$ cat src/rtl/if_mem_sram_arbiter.sv
// Arbitrates the shared instruction/data SRAM between the IF and MEM stages.
// MEM wins over IF; each access takes ACCESS_CYCLES cycles plus one idle bubble.
module if_mem_sram_arbiter #(
    parameter int ACCESS_CYCLES = 2
) (
    input  logic        clk,
    input  logic        rst,
    input  logic        if_req,
    input  logic [15:0] if_addr,
    output logic [15:0] if_inst,
    output logic        if_valid,
    output logic        pc_keep,
    input  logic        flush,
    input  logic        mem_rd,
    input  logic        mem_wr,
    input  logic [15:0] mem_addr,
    input  logic [15:0] mem_wdata,
    output logic [15:0] mem_rdata,
    output logic        mem_done,
    output logic        mem_stall,
    output logic [15:0] sram_addr,
    output logic [15:0] sram_dq_o,
    input  logic [15:0] sram_dq_i,
    output logic        sram_dq_oe,
    output logic        sram_ce_n,
    output logic        sram_oe_n,
    output logic        sram_we_n
);
    localparam int CW = (ACCESS_CYCLES > 1) ? $clog2(ACCESS_CYCLES) : 1;
    localparam logic [CW-1:0] LAST = CW'(ACCESS_CYCLES - 1);

    typedef enum logic [1:0] {
        IDLE   = 2'd0,
        IF_ACC = 2'd1,
        MEM_RD = 2'd2,
        MEM_WR = 2'd3
    } state_t;

    state_t        r_state;
    state_t        w_next;
    logic [CW-1:0] r_cnt;
    logic [15:0]   r_addr;
    logic [15:0]   r_wdata;
    logic [15:0]   r_rdata_hold;
    logic          w_last;
    logic          w_grant;

    assign w_last = (r_cnt == LAST);

    always_ff @(posedge clk) begin
        if (rst) begin
            r_state <= IDLE;
            r_cnt   <= '0;
        end else begin
            r_state <= w_next;
            // Count only while staying inside one access; any exit or entry restarts at 0.
            if (r_state != IDLE && w_next != IDLE)
                r_cnt <= r_cnt + 1'b1;
            else
                r_cnt <= '0;
        end
    end

    always_comb begin
        w_next  = r_state;
        w_grant = 1'b0;
        case (r_state)
            IDLE: begin
                if (mem_wr) begin
                    w_next  = MEM_WR;
                    w_grant = 1'b1;
                end else if (mem_rd) begin
                    w_next  = MEM_RD;
                    w_grant = 1'b1;
                end else if (if_req && !flush) begin
                    w_next  = IF_ACC;
                    w_grant = 1'b1;
                end
            end
            IF_ACC: begin
                if (flush || w_last)
                    w_next = IDLE;
            end
            MEM_RD, MEM_WR: begin
                if (w_last)
                    w_next = IDLE;
            end
            default: w_next = IDLE;
        endcase
    end

    always_ff @(posedge clk) begin
        if (rst) begin
            r_addr       <= '0;
            r_wdata      <= '0;
            r_rdata_hold <= '0;
        end else begin
            if (w_grant) begin
                r_addr  <= (w_next == IF_ACC) ? if_addr : mem_addr;
                r_wdata <= mem_wdata;
            end
            if (r_state == MEM_RD && w_last)
                r_rdata_hold <= sram_dq_i;
        end
    end

    always_comb begin
        sram_ce_n  = 1'b1;
        sram_oe_n  = 1'b1;
        sram_we_n  = 1'b1;
        sram_dq_oe = 1'b0;
        if_valid   = 1'b0;
        mem_done   = 1'b0;
        mem_rdata  = r_rdata_hold;
        case (r_state)
            IF_ACC: begin
                sram_ce_n = 1'b0;
                sram_oe_n = 1'b0;
                if_valid  = w_last && !flush;
            end
            MEM_RD: begin
                sram_ce_n = 1'b0;
                sram_oe_n = 1'b0;
                mem_done  = w_last;
                if (w_last)
                    mem_rdata = sram_dq_i;
            end
            MEM_WR: begin
                sram_ce_n  = 1'b0;
                sram_dq_oe = 1'b1;
                // Release we_n in the last cycle so data is held past the write edge.
                sram_we_n  = !((ACCESS_CYCLES == 1) || !w_last);
                mem_done   = w_last;
            end
            default: ;
        endcase
    end

    assign if_inst   = if_valid ? sram_dq_i : 16'h0800;
    assign pc_keep   = if_req & ~if_valid & ~flush;
    assign mem_stall = (mem_rd | mem_wr) & ~mem_done;
    assign sram_addr = r_addr;
    assign sram_dq_o = r_wdata;
endmodule

$ cat config.mk
export PLATFORM = sky130hd
export DESIGN_NAME = if_mem_sram_arbiter
export DESIGN_NICKNAME = d
export VERILOG_FILES = /design/src/rtl/if_mem_sram_arbiter.sv
export SDC_FILE = /design/constraint.sdc
export NUM_CORES = 1
export LEC_CHECK = 0
export CORE_ASPECT_RATIO = 1.2
export CORE_MARGIN = 2
export CORE_UTILIZATION = 41
export DETAILED_ROUTE_END_ITERATION = 10
export PLACE_DENSITY = 0.87
export SYNTH_ARGS = -nofsm -noshare
export SYNTH_HDL_FRONTEND = slang
export SYNTH_SLANG_ARGS = --single-unit
$ cat constraint.sdc
create_clock -name clk -period 5.08 [get_ports clk]
set_input_delay 0.762 -clock clk [delete_from_list [all_inputs] [get_ports clk]]
set_output_delay 0.762 -clock clk [all_outputs]
set_load 0.01 [all_outputs]
# Yosys cells after proc, flatten, opt, wreduce, memory -nomap -nowiden
# Index checks and enable logic that the tools add are counted.
[totals]
ff_bits = 51
in_bits = 70
[op_classes]
addsub = 1
eq_ne = 4
mux = 20
n_bitwise = 8
reduce_logical = 13
[op_table]
columns = ["operator", "count"]
rows = [
  ["$mux W16", 4],
  ["$mux W1", 10],
  ["$mux W2", 5],
  ["$pmux W2 S3", 1],
  ["$reduce_or A2 Y1", 3],
  ["$eq A2 B1 Y1 const B", 2],
  ["$eq A2 B2 Y1 const B", 2],
  ["$logic_and A1 B1 Y1", 4],
  ["$not A1 Y1", 4],
  ["$reduce_bool A2 Y1", 2],
  ["$and A1 B1 Y1", 3],
  ["$reduce_or A3 Y1", 1],
  ["$logic_not A2 Y1", 1],
  ["$add A1 B1 Y1 const B", 1],
  ["$logic_not A1 Y1", 1],
  ["$logic_or A1 B1 Y1", 1],
  ["$or A1 B1 Y1", 1],
]

# Logic depth before layout (Yosys ltp)
# Gate-level depths: netlist (run 1).
[logic_depth]
ltp_word = 10
depth_mapped = 8
ltp_nobuf = 6

# Least setup slack after synthesis (run 1)
# No wires, ideal clock.
[synth_path]
path_type = "input to output"
start = "input flush"
end = "output if_inst[10]"
t_arrival_ns = 1.458
required_time_ns = 4.318
slack_ns = 2.860
path_stages = 3
cell_sequence = "nor2_1 > clkbuf_1 > and2_1"
[synth_between]
elab_chain_len = 4
[synth_rtl]
columns = ["element", "line_no", "text"]
rows = [
  ["start, declared", "13", "input logic flush,"],
  ["$logic_not A1 Y1", "119", "if_valid = w_last && !flush;"],
  ["$logic_and A1 B1 Y1", "119", ""],
  ["$mux W1", "115", "case (r_state)"],
  ["net if_valid", "11", "output logic if_valid,"],
  ["$mux W16", "139", "assign if_inst = if_valid ? sram_dq_i : 16'h0800;"],
  ["end, declared", "10", "output logic [15:0] if_inst,"],
]
# The timed path passes the listed nets, and every way through them passes these cells.

# Worst setup path in the final report (run 1)
[layout_path]
start = "input flush"
end = "output if_inst[3]"
[layout_between]
elab_chain_len = 4
[layout_rtl]
columns = ["element", "line_no"]
rows = [
  ["$logic_not A1 Y1", "119"],
  ["$logic_and A1 B1 Y1", "119"],
  ["$mux W1", "115"],
  ["$mux W16", "139"],
]
# Every way passes these cells.

==> impl_metrics.env, run 1 <==
export IMPL_die_x_um=74.28
export IMPL_hold_path_class="flop to flop"
export IMPL_core_sq_mm=0.005705
export IMPL_grt_max_degree=52
export IMPL_numPortBuffers=141
export IMPL_rsz0062_at_grt="no"
export IMPL_reg2reg_from="r_state[1]$_SDFF_PP0_"
export IMPL_final_min_clock_period_ns=3.389
export IMPL_cts_buffer_depth=2
export IMPL_worst_path_buf_inv=2
export IMPL_ant_nets=0
export IMPL_diodes=0
export IMPL_drcViolationCount=0
export IMPL_clock_sinks=51
export IMPL_synth_area_sq_mm=0.002430
export IMPL_cap_violations=0
export IMPL_cp_endpoint="if_inst[3]"
export IMPL_synthesis_nets=359
export IMPL_whs_ns=0.4533
export IMPL_cpMaxStageDelayCell="nor2_1"
export IMPL_slowest_delay_ns=0.63
export IMPL_fin_skew_ns=0.009756
export IMPL_cts_resized=0
export IMPL_critPathKind="input port to primary output"
export IMPL_outcome="complete, no violations"
export IMPL_crit_cells=4
export IMPL_setup_violations_final=0
export IMPL_critPathMaxFanout=16
export IMPL_htreeDepth=2
export IMPL_synth_warnings=0
export IMPL_p_seq_share_pct=44.9
export IMPL_first_pass_iters=4
export IMPL_cts_root_buffer="clkbuf_8"
export IMPL_areaGrowthSynthToFinish_pct=60.81
export IMPL_syn_inst=285
export IMPL_synth_seq_cells=51
export IMPL_cts_tree="yes"
export IMPL_path_common_cell="clkdlybuf4s50_1"
export IMPL_intPower_w=0.0007295
export IMPL_die_area_sq_mm=0.006561
export IMPL_slew_headroom_pct=18.79
export IMPL_post_place_ws_ns=1.661
export IMPL_finalHoldViolCount=0
export IMPL_place_gp_congestion=0.8155
export IMPL_avgViaCountPerCell=5.106
export IMPL_wl_per_cell_um=14.20
export IMPL_p_sw_w=0.0003134
export IMPL_fin_tns_setup_ns=0
export IMPL_initial_core_util_pct=42.59
export IMPL_synth_top_area_cell="dfxtp_1"
export IMPL_io_pins=142
export IMPL_drive_gt1_share_pct=6.585
export IMPL_drt_iter0_markers=106
export IMPL_crit_required_ns=4.32
export IMPL_clkTransAtPathRegs_ns=0.08
export IMPL_synth_top_cell_area_share_pct=42.02
export IMPL_p_leak_nw=1.498
export IMPL_r2r_setup_slack_ns=2.55
export IMPL_cts_buffers=5
export IMPL_max_freq_mhz=295.1
export IMPL_fin_ws_ns=1.691
export IMPL_cp_end_kind="primary output"
export IMPL_combPwrFrac_pct=35.1
export IMPL_synth_area_leaders="dfxtp_1 42%, mux2_2 7.4%, a21oi_1 7.2%, a311oi_1 5.8%, nand2_1 5.4%"
export IMPL_fin_cells=490
export IMPL_timing_final_crit_share_pct=66.71
export IMPL_clkPwrFrac_pct=20.0
export IMPL_cp_cell_sequence="clkdlybuf4s50_1 > nor2_1 > and2_1 > clkdlybuf4s50_1"
export IMPL_clk_latency_ns=0.29
export IMPL_worstReg2RegEnd="sram_addr[8]$_SDFFE_PP0P_"
export IMPL_total_power_w=0.001043
export IMPL_antenna_found_initial=0
export IMPL_power_density_mw_per_mm2=266.9
export IMPL_mostFrequentLayoutCell="clkdlybuf4s50_1"
export IMPL_layout_common_cells="140 x clkdlybuf4s50_1, 51 x dfxtp_1, 35 x nand2_1, 35 x a21oi_1, 22 x nor2_1"
export IMPL_first_global_vias=2330
export IMPL_arrival_ns=2.63
export IMPL_worst_pin_slew_ns=1.218
export IMPL_die_h_um=88.33
export IMPL_post_cts_buffers=0
export IMPL_drt_total_wl_um=6957
export IMPL_final_max_slew_viol_count=0
export IMPL_grt_pass1_wl_um=10640
export IMPL_via_count=2502
export IMPL_ys_types=27
export IMPL_path_delay_family="buffers and inverters"
export IMPL_crit_start="flush"
export IMPL_rows=30
export IMPL_r2r_cells=6
export IMPL_irDropWorstVdd_uv=154.6
export IMPL_grt_usage_pct=20.72
export IMPL_ctsHoldBuffers=0
export IMPL_post_dp_hpwl_um=5190
export IMPL_gr_total_overflow=0
export IMPL_fin_nets=485
export IMPL_swShare_pct=30.05
export IMPL_yosysSeqAreaShare_pct=42.02
export IMPL_avgSynthCellArea_sq_um=8.526
export IMPL_placed_cells=484
export IMPL_startpoint_type="input port"
registers in the layout, indices dropped and copies added, names as in the netlist:
register      count
sram_dq_o        16
sram_addr        16
r_cnt             1
r_state           2
r_rdata_hold     16
power groups by stage:
stage	combinational (W)	clock (W)	sequential, W
2_1_floorplan	0.000169	0	0.000490
3_3_place_gp	0.000360	0	0.000475
3_5_place_dp	0.000366	0	0.000477
4_1_cts	0.000368	0.000217	0.000468
5_1_grt	0.000397	0.000236	0.000473
6_report	0.000366	0.000209	0.000468
worst min-delay path, delay by kind of cell (launching register included):
kind	cells	cell delay (ns)
compound gates	1	0.05
flops	1	0.31
simple gates	1	0.05
per-layer routing:
metal | routed length (um) | vias up | track usage (%)
met1 | 2861 | 1139 | 24.24
met3 | 558 | 9 | 5.011
li1 | - | 1236 | -
met5 | 0 | - | 0
met4 | 65 | 0 | 5.519
met2 | 3472 | 118 | 37.58
stage by stage:
stage / area, sq um / utilization [%]
6_report: 3908 / 68.49
3_5_place_dp: 3835 / 67.21
2_1_floorplan: 2430 / -
4_1_cts: 3908 / 68.49
5_1_grt: 3908 / 68.49
3_3_place_gp: 3835 / 67.21
final cells by class:
| type | instances | area [sq um] |
|---|---|---|
| clock buffers | 6 | 72.57 |
| inverters | 3 | 11.26 |
| multi-input cells | 207 | 1281 |
| fillers | 494 | 1798 |
| well taps | 80 | 100.1 |
| flip-flops and latches | 51 | 1021 |
| repair buffers | 143 | 1421 |
worst min path at each step:
stage | start | to | slack (ns) | cells past startpoint
after floorplan | sram_dq_o[0]$_SDFFE_PP0P_ | sram_dq_o[0]$_SDFFE_PP0P_ | 0.48 | 2
after global placement | sram_dq_o[13]$_SDFFE_PP0P_ | sram_dq_o[13]$_SDFFE_PP0P_ | 0.44 | 2
after detailed placement | sram_dq_o[7]$_SDFFE_PP0P_ | sram_dq_o[7]$_SDFFE_PP0P_ | 0.45 | 2
after CTS | sram_dq_o[14]$_SDFFE_PP0P_ | sram_dq_o[14]$_SDFFE_PP0P_ | 0.46 | 2
after global routing | sram_dq_o[7]$_SDFFE_PP0P_ | sram_dq_o[7]$_SDFFE_PP0P_ | 0.48 | 2
final | sram_dq_o[13]$_SDFFE_PP0P_ | sram_dq_o[13]$_SDFFE_PP0P_ | 0.45 | 2
cell usage after synthesis (all sizes together):
cell type	n
o21ai	3
dfxtp	51
mux2	16
a21boi	1
and2	15
nor2	22
or3	1
nand2b	3
nor2b	18
a211o	1
o21a	16
a311oi	16
buf	13
nand3	17
inv	3
clkbuf	11
nand2	35
o211a	1
a2111oi	1
a21bo	1
a21oi	35
a211oi	1
ha	4
cells by family (layout without fill, tap and decap cells):
family                     after synthesis  in the layout  synth area share [%]
adders and majority gates                4              4                 2.060
DFF                                     51             51                 42.02
buffers and inverters                   27            152                 5.252
and+or+nand+nor                        111            111                 22.14
AOI/OAI and AO/OA                       76             76                 21.11
muxes                                   16             16                 7.415
(Power assumes the default switching activity.)
==> inputs of run 2 (changes only) <==
- CORE_UTILIZATION: 41 -> 34
- PLACE_DENSITY: 0.87 -> 0.77
- clock period: 5.08 -> 3.1 ns (I/O delays scaled with it)
==> impl_metrics.env, run 2 (synthesized netlist as in run 1, its figures left out) <==
export IMPL_ant_nets=0
export IMPL_clk_latency_ns=0.30
export IMPL_wl_per_cell_um=14.11
export IMPL_io_pins=142
export IMPL_timing_final_crit_share_pct=85.27
export IMPL_gr_total_overflow=0
export IMPL_cts_resized=0
export IMPL_slowest_delay_ns=0.53
export IMPL_wl_met3_um=515
export IMPL_top_layer_used="met4"
export IMPL_wl_met2_um=3602
export IMPL_rsz0062_at_grt="no"
export IMPL_initial_core_util_pct=35.24
export IMPL_final_max_slew_viol_count=0
export IMPL_rows=33
export IMPL_fin_nets=491
export IMPL_outcome="complete, no violations"
export IMPL_grt_pass1_wl_um=11600
export IMPL_antenna_found_initial=0
export IMPL_drt_iter0_markers=82
export IMPL_worst_pin_slew_ns=0.9332
export IMPL_clkTransAtPathRegs_ns=0.09
export IMPL_post_cts_buffers=0
export IMPL_fin_ws_ns=0.4567
export IMPL_mostFrequentLayoutCell="clkdlybuf4s50_1"
export IMPL_grt_usage_pct=18.23
export IMPL_cp_end_kind="primary output"
export IMPL_die_h_um=96.61
export IMPL_whs_ns=0.4570
export IMPL_avgViaCountPerCell=5.000
export IMPL_grt_max_degree=52
export IMPL_hold_path_class="flop to flop"
export IMPL_post_dp_hpwl_um=5403
export IMPL_power_density_mw_per_mm2=455.6
export IMPL_cts_root_buffer="clkbuf_8"
export IMPL_cts_buffers=5
export IMPL_diodes=0
export IMPL_fin_tns_setup_ns=0
export IMPL_critPathMaxFanout=13
export IMPL_finalHoldViolCount=0
export IMPL_core_sq_mm=0.006895
export IMPL_clock_sinks=51
export IMPL_die_x_um=81.17
export IMPL_via_count=2520
export IMPL_place_gp_congestion=0.7062
export IMPL_critPathKind="flop to primary output"
export IMPL_crit_required_ns=2.63
export IMPL_cp_cell_sequence="inv_1 > ha_1 > nand2_1 > nor2_1 > buf_4 > and2_1 > clkdlybuf4s50_1"
export IMPL_numPortBuffers=141
export IMPL_first_global_vias=2477
export IMPL_p_leak_nw=1.545
export IMPL_layout_common_cells="140 x clkdlybuf4s50_1, 51 x dfxtp_1, 35 x nand2_1, 35 x a21oi_1, 22 x nor2_1"
export IMPL_ctsHoldBuffers=0
export IMPL_m1WireLength_um=2909
export IMPL_areaGrowthSynthToFinish_pct=64.78
export IMPL_cpMaxStageDelayCell="clkdlybuf4s50_1"
export IMPL_drive_gt1_share_pct=8.153
export IMPL_setup_violations_final=0
export IMPL_irDropWorstVdd_uv=325.0
export IMPL_final_min_clock_period_ns=2.643
export IMPL_cap_violations=0
export IMPL_cts_buffer_depth=2
export IMPL_drcViolationCount=0
export IMPL_post_place_ws_ns=0.6011
export IMPL_drt_total_wl_um=7113
export IMPL_cts_tree="yes"
export IMPL_slew_headroom_pct=37.79
export IMPL_arrival_ns=2.18
export IMPL_final_util_pct=58.07
export IMPL_first_pass_iters=4
export IMPL_startpoint_type="flop"
export IMPL_max_freq_mhz=378.3
export IMPL_fin_skew_ns=0.007617
export IMPL_htreeDepth=2
export IMPL_die_area_sq_mm=0.007841
-- run 2: final cells by class --
class,instances,area (sq um)
inverters,3,11.26
clock buffers,6,72.57
fillers,658,2892
well taps,87,108.9
repair buffers,149,1479
multi-input cells,207,1281
flip-flops and latches,51,1021
clock inverters,1,30.03
-- run 2: path summary, 6_finish.rpt --
check | start | to | slack (ns) | cells after the start
max | r_state[1]$_SDFF_PP0_ | if_inst[12] | 0.46 | 7
min | sram_dq_o[14]$_SDFFE_PP0P_ | sram_dq_o[14]$_SDFFE_PP0P_ | 0.46 | 2
max reg2reg | r_state[0]$_SDFF_PP0_ | sram_addr[13]$_SDFFE_PP0P_ | 1.02 | 6
min reg2reg | sram_dq_o[14]$_SDFFE_PP0P_ | sram_dq_o[14]$_SDFFE_PP0P_ | 0.46 | 2
-- run 2: power by group --
part | leakage (nW) | internal [W] | switching, W
Clock | 0.0513 | 0.000237 | 0.000202
Sequential | 0.419 | 0.000726 | 0.0000410
Combinational | 1.07 | 0.000333 | 0.000285
Total | 1.55 | 0.00130 | 0.000528
-- run 2: through the flow --
step / cells / instance area [sq um] / power [W]
6_report: 504 / 4004 / 0.001824
4_1_cts: 504 / 4004 / 0.001849
5_1_grt: 504 / 4004 / 0.001932
3_3_place_gp: 497 / 3901 / 0.001392
3_5_place_dp: 497 / 3901 / 0.001404
2_1_floorplan: 285 / 2430 / 0.001080
-- run 2: per-layer routing --
layer  vias up  global-route usage (%)
met4         0                   4.042
li1       1247                       -
met1      1176                   21.66
met5         -                       0
met2        89                   32.29
met3         8                   4.664
-- run 2: critical path: cells and delay by family, from the launching register on --
family	cells	cell delay (ns)
fa+ha+maj	1	0.25
simple gates	3	0.41
flops	1	0.35
buf+inv	3	0.87
